### src/rtl/demux_word_collector.sv
// demux_word_collector: assembles serial bits from 16 demux channels into words and streams them out round-robin
// Ports:
//   clk, rst          clock, synchronous active-high reset
//   in_valid, sel     qualifies a bit sample from channel sel
//   din_bus           demux outputs, only din_bus[sel] is sampled
//   out_valid/ready   output handshake, out_chan tags out_word (first bit in MSB)
//   ovf_flags         sticky per-channel overflow, ovf_clr clears all (new overflow wins)
module demux_word_collector #(
    parameter int WORD_W = 8
) (
    input  logic              clk,
    input  logic              rst,
    input  logic              in_valid,
    input  logic [3:0]        sel,
    input  logic [15:0]       din_bus,
    output logic              out_valid,
    input  logic              out_ready,
    output logic [3:0]        out_chan,
    output logic [WORD_W-1:0] out_word,
    output logic [15:0]       ovf_flags,
    input  logic              ovf_clr
);
    localparam int CW = $clog2(WORD_W);

    logic [WORD_W-1:0] sh [16];
    logic [CW-1:0]     cnt [16];
    logic [15:0]       full;
    logic [15:0]       ovf_set;
    logic [3:0]        last_grant;
    logic [3:0]        g;
    logic [3:0]        idx;
    logic              hit;
    logic              free;
    logic              take;

    // Round-robin search: walking the offset downward lets the nearest
    // full channel after last_grant overwrite any farther hit.
    always_comb begin
        hit = 1'b0;
        g   = last_grant;
        idx = last_grant;
        for (int i = 16; i >= 1; i--) begin
            idx = last_grant + 4'(i);
            if (full[idx]) begin
                hit = 1'b1;
                g   = idx;
            end
        end
    end

    assign free    = !out_valid || out_ready;
    assign take    = free && hit;
    // A bit for a full channel is only dropped if that channel's word is not leaving this cycle.
    assign ovf_set = (in_valid && full[sel] && !(take && g == sel)) ? 16'd1 << sel : 16'd0;

    always_ff @(posedge clk) begin
        if (rst) begin
            for (int c = 0; c < 16; c++) begin
                sh[c]  <= '0;
                cnt[c] <= '0;
            end
            full       <= '0;
            last_grant <= 4'd15;
            out_valid  <= 1'b0;
            out_chan   <= '0;
            out_word   <= '0;
            ovf_flags  <= '0;
        end else begin
            for (int c = 0; c < 16; c++) begin
                if (in_valid && sel == 4'(c) && (!full[c] || (take && g == 4'(c)))) begin
                    sh[c]  <= {sh[c][WORD_W-2:0], din_bus[c]};
                    cnt[c] <= full[c] ? CW'(1) : (cnt[c] == CW'(WORD_W - 1) ? '0 : cnt[c] + CW'(1));
                end
                full[c] <= (in_valid && sel == 4'(c) && !full[c]) ? cnt[c] == CW'(WORD_W - 1)
                                                                   : full[c] && !(take && g == 4'(c));
            end
            if (free) begin
                out_valid <= hit;
                if (hit) begin
                    out_word   <= sh[g];
                    out_chan   <= g;
                    last_grant <= g;
                end
            end
            ovf_flags <= (ovf_clr ? 16'd0 : ovf_flags) | ovf_set;
        end
    end
endmodule

### config.mk
export PLATFORM = sky130hd
export DESIGN_NAME = demux_word_collector
export DESIGN_NICKNAME = d
export VERILOG_FILES = /design/src/rtl/demux_word_collector.sv
export SDC_FILE = /design/constraint.sdc
export NUM_CORES = 1
export LEC_CHECK = 0
export CAP_MARGIN = 30
export CORE_ASPECT_RATIO = 0.9
export CORE_MARGIN = 5
export CORE_UTILIZATION = 65
export CTS_BUF_LIST = sky130_fd_sc_hd__clkbuf_16
export CTS_CLUSTER_SIZE = 24
export DETAILED_ROUTE_END_ITERATION = 10
export GPL_TIMING_DRIVEN = 0
export PLACE_DENSITY = 0.84
export RECOVER_POWER = 50
export SLEW_MARGIN = 20
export SYNTH_ARGS = -nofsm -noshare
export SYNTH_HDL_FRONTEND = slang
export SYNTH_SLANG_ARGS = --single-unit
### constraint.sdc
create_clock -name clk -period 8.1 [get_ports clk]
set_input_delay 1.215 -clock clk [delete_from_list [all_inputs] [get_ports clk]]
set_output_delay 1.215 -clock clk [all_outputs]
set_load 0.02 [all_outputs]
==> out/qor.yml <==
run_status:
  status: "complete, no violations"
clock_tree:
  htreeDepth: 1
  clock_path_buffers: 3
  root_buffer: "clkbuf_16"
  hold_buffers: 0
  clock-sinks: 225
  cts_setup_buffers: 0
  cts_inserted_buffers: 23
  cts_resized: 0
  clk_latency_ps: 540
  cts_tree: "built"
  clkTransAtPathRegs_ps: 70
cells_and_area:
  final_common_cell: "edfxtp_1"
  final_cells: 1547
  fillerInstances: 1418
  stdcell_area_sq_mm: 0.0147
  most-common-layout-cells: "176 x edfxtp_1, 79 x clkbuf_1, 72 x nand2_1, 70 x nor2_1, 52 x nor2b_1"
  layout.nets: 1339
  drive_gt1_share_pct: 9.67
  diodes: 0
  area_growth_pct: 11.7
floorplanning:
  rows: 49
  num_io_pins: 54
  start_util_pct: 66.0
  die_area_sq_mm: 0.0233
  fp.coreArea_sq_mm: 0.0200
  fp.dieW_um: 160
  die_h_um: 145
worst_setup_path:
  end_kind: "flop"
  critPathKind: "flop to flop"
  cp.arrival_ps: 7940
  path_cells: "clkbuf_1, buf_2, clkbuf_1, inv_1, ha_1, buf_2, mux4_2, mux2i_1, mux2_1, nor2b_1, nand2_1, o21ai_0, nor3_4, buf_2, buf_2, o41ai_1, nand2_1, nand2_1"
  reg2reg_to: "cnt[0][47]"
  r2r_setup_slack_ps: 340
  timing.rr.start: "last_grant[1]"
  cp_top_family: "buffers and inverters"
  path_buf_inv: 7
  critPathSlowestCell: "o21ai_0"
  worst-path-stages: 18
  r2r_cells: 18
  cp_max_fo: 11
  cp_common_cell: "buf_2"
  worstPathRequired_ps: 8270
  setup.worst_path.start_class: "flop"
  slowest_delay_ps: 1080
sta:
  fin_skew_ps: 27.8
  rsz0062_at_grt: "no"
  min_period_ps: 7760
  finalCritPeriodShare_pct: 95.9
  slew_violations: 0
  worst_hold_slack_ps: 468
  worst_pin_slew_ps: 1370
  tns_ps: 0
  hold_violations: 0
  setup_viol: 0
  clock.fmax_mhz: 129
  slew_headroom_pct: 8.01
synth:
  synth_compound_gate_area_share_pct: 14.8
  synth-simple-area-share_pct: 18.3
  avgSynthCellArea_sq_um: 11.0
  ys_top_cells_by_area: "edfxtp_1 40%, dfxtp_1 7.4%, mux4_2 6.0%, ha_1 3.7%, and2_1 3.6%"
  synth_edf_count: 176
  ys_ff_latch: 225
  synthFlopType: "edfxtp_1"
  syn-instance-count: 1198
  synth.top_cell.area_share_pct: 40.0
  synth_seq_area_share_pct: 47.5
  synth_xor_area_share_pct: 1.38
  synthAdderAreaFrac_pct: 3.70
  synthMuxAreaShare_pct: 10.8
  syn_nets: 1262
  yosys_warnings: 0
  yosys.area.top_type: "edfxtp_1"
  synth_top_family_by_area: "simple AND/OR/NAND/NOR gates"
  yosysUniqueCellTypes: 76
  async_flop_share_pct: 0
  syn-cell-area_sq_mm: 0.0132
worst_hold_path:
  hold_start: "ovf_flags[12]"
  hold-path-cell-count: 1
  hold_path_end: "ovf_flags[12]"
  holdCritPathClass: "flop to flop"
place:
  globalplace.congestion: 1.02
  dpl.hpwl_mm: 28.7
  dpl_cell_area_sq_mm: 0.0140
  place_inst: 1504
  portBuffers: 51
route:
  vias_per_cell: 7.09
  drc: 0
  drt-wirelength-per-cell_um: 25.1
  route.vias.total: 11000
  firstDrtPassIters: 6
  ant_nets: 0
  routed_wl_mm: 38.9
  drtIter0Drc: 1677
global_routing:
  track_usage_pct: 32.4
  antenna_found_initial: 0
  grt_overflow: 0
  grt_pass1_vias: 10600
  grt_first_pass_wirelength_mm: 59.7
  grt_max_degree: 15
run:
  max_cap_viol_count: 0
pwr:
  vdd_drop_max_uv: 178
  finalPower_uw: 2540
  total_leakage_power_uw: 0.00537
  p_per_area_mw_per_mm2: 172
## Yosys cell counts, drive strengths merged, types with 6 or more instances
master / instances
nor2: 70
clkbuf: 74
and2: 76
nand3b: 15
a31oi: 19
nand2b: 7
mux2: 25
o22a: 13
nor4: 14
o22ai: 10
nand2: 72
nor3: 25
a21oi: 36
dfxtp: 49
nor2b: 52
ha: 39
a21boi: 6
edfxtp: 176
mux2i: 35
a22oi: 11
o21a: 8
xor2: 8
o21ai: 36
a22o: 7
xnor2: 12
o41ai: 10
buf: 26
mux4: 35
a211oi: 27
a2111oi: 8
a32o: 10
inv: 14
o31ai: 27
nand4: 31
nand3: 12
o211ai: 8
a21o: 7
and3: 42
## report_power, final
part / internal (uW) / leakage, uW / switching (uW)
Sequential: 1300 / 0.00220 / 26.2
Clock: 587 / 0.000381 / 471
Combinational: 58.3 / 0.00278 / 101
## layer usage
layer	global-route usage (%)	part of all wire (%)	vias up
li1	-	-	4765
met1	44.9	39	5305
met2	48.6	44	746
met3	8.42	12	155
met4	14.5	5.3	0
met5	0	0	-
## worst register-to-register path, cell delays in order, from the launching register on
cell,delay [ps]
dfxtp_1,410
clkbuf_1,480
buf_2,350
clkbuf_1,480
inv_1,280
ha_1,450
buf_2,300
mux4_2,530
mux2i_1,350
mux2_1,400
nor2b_1,270
nand2_1,170
o21ai_0,1080
nor3_4,160
buf_2,310
buf_2,290
o41ai_1,550
nand2_1,110
nand2_1,420
## how the worst max path moves through the flow
stage	slack (ps)	startpoint	to
3_5_place_dp	930	last_grant[1]	sh[0][6]
4_1_cts	840	last_grant[1]	cnt[0][2]
5_1_grt	120	last_grant[1]	cnt[0][47]
3_3_place_gp	880	last_grant[1]	sh[15][0]
2_1_floorplan	2620	last_grant[1]	cnt[0][42]
6_report	340	last_grant[1]	cnt[0][47]
## layout make-up
class / count / area [sq um] / share of cell area (%)
plain buffers: 100 / 409 / 2.78
well taps: 255 / 319 / 2.16
clock inverters: 19 / 156 / 1.06
flip-flops and latches: 225 / 6270 / 42.5
clock buffers: 23 / 576 / 3.90
repair buffers: 52 / 518 / 3.51
inverters: 14 / 52.6 / 0.356
multi-input cells: 859 / 6450 / 43.7
## cell families (layout without fill, tap and decap cells)
| family | Yosys count | after routing |
|---|---|---|
| AO/OA/AOI/OAI | 268 | 268 |
| XOR/XNOR | 20 | 20 |
| adder cells (fa/ha/maj) | 39 | 39 |
| buffers and inverters | 114 | 208 |
| flip-flops | 225 | 225 |
| multiplexers | 95 | 95 |
| AND/OR/NAND/NOR | 437 | 437 |
## registers in the layout, summed over array words and instances (netlist names)
register    count
out_word        8
full           16
cnt            48
ovf_flags      16
sh            128
out_valid       1
last_grant      4
out_chan        4
## metrics by stage
step                      worst slack [ps]  util (%)
after CTS                              839      73.9
after floorplan                       2620         -
after detailed placement               933      70.2
after global routing                   116      73.8
final                                  335      73.8
after global placement                 883      70.2
No activity file was read; power rests on OpenSTA's default activity.
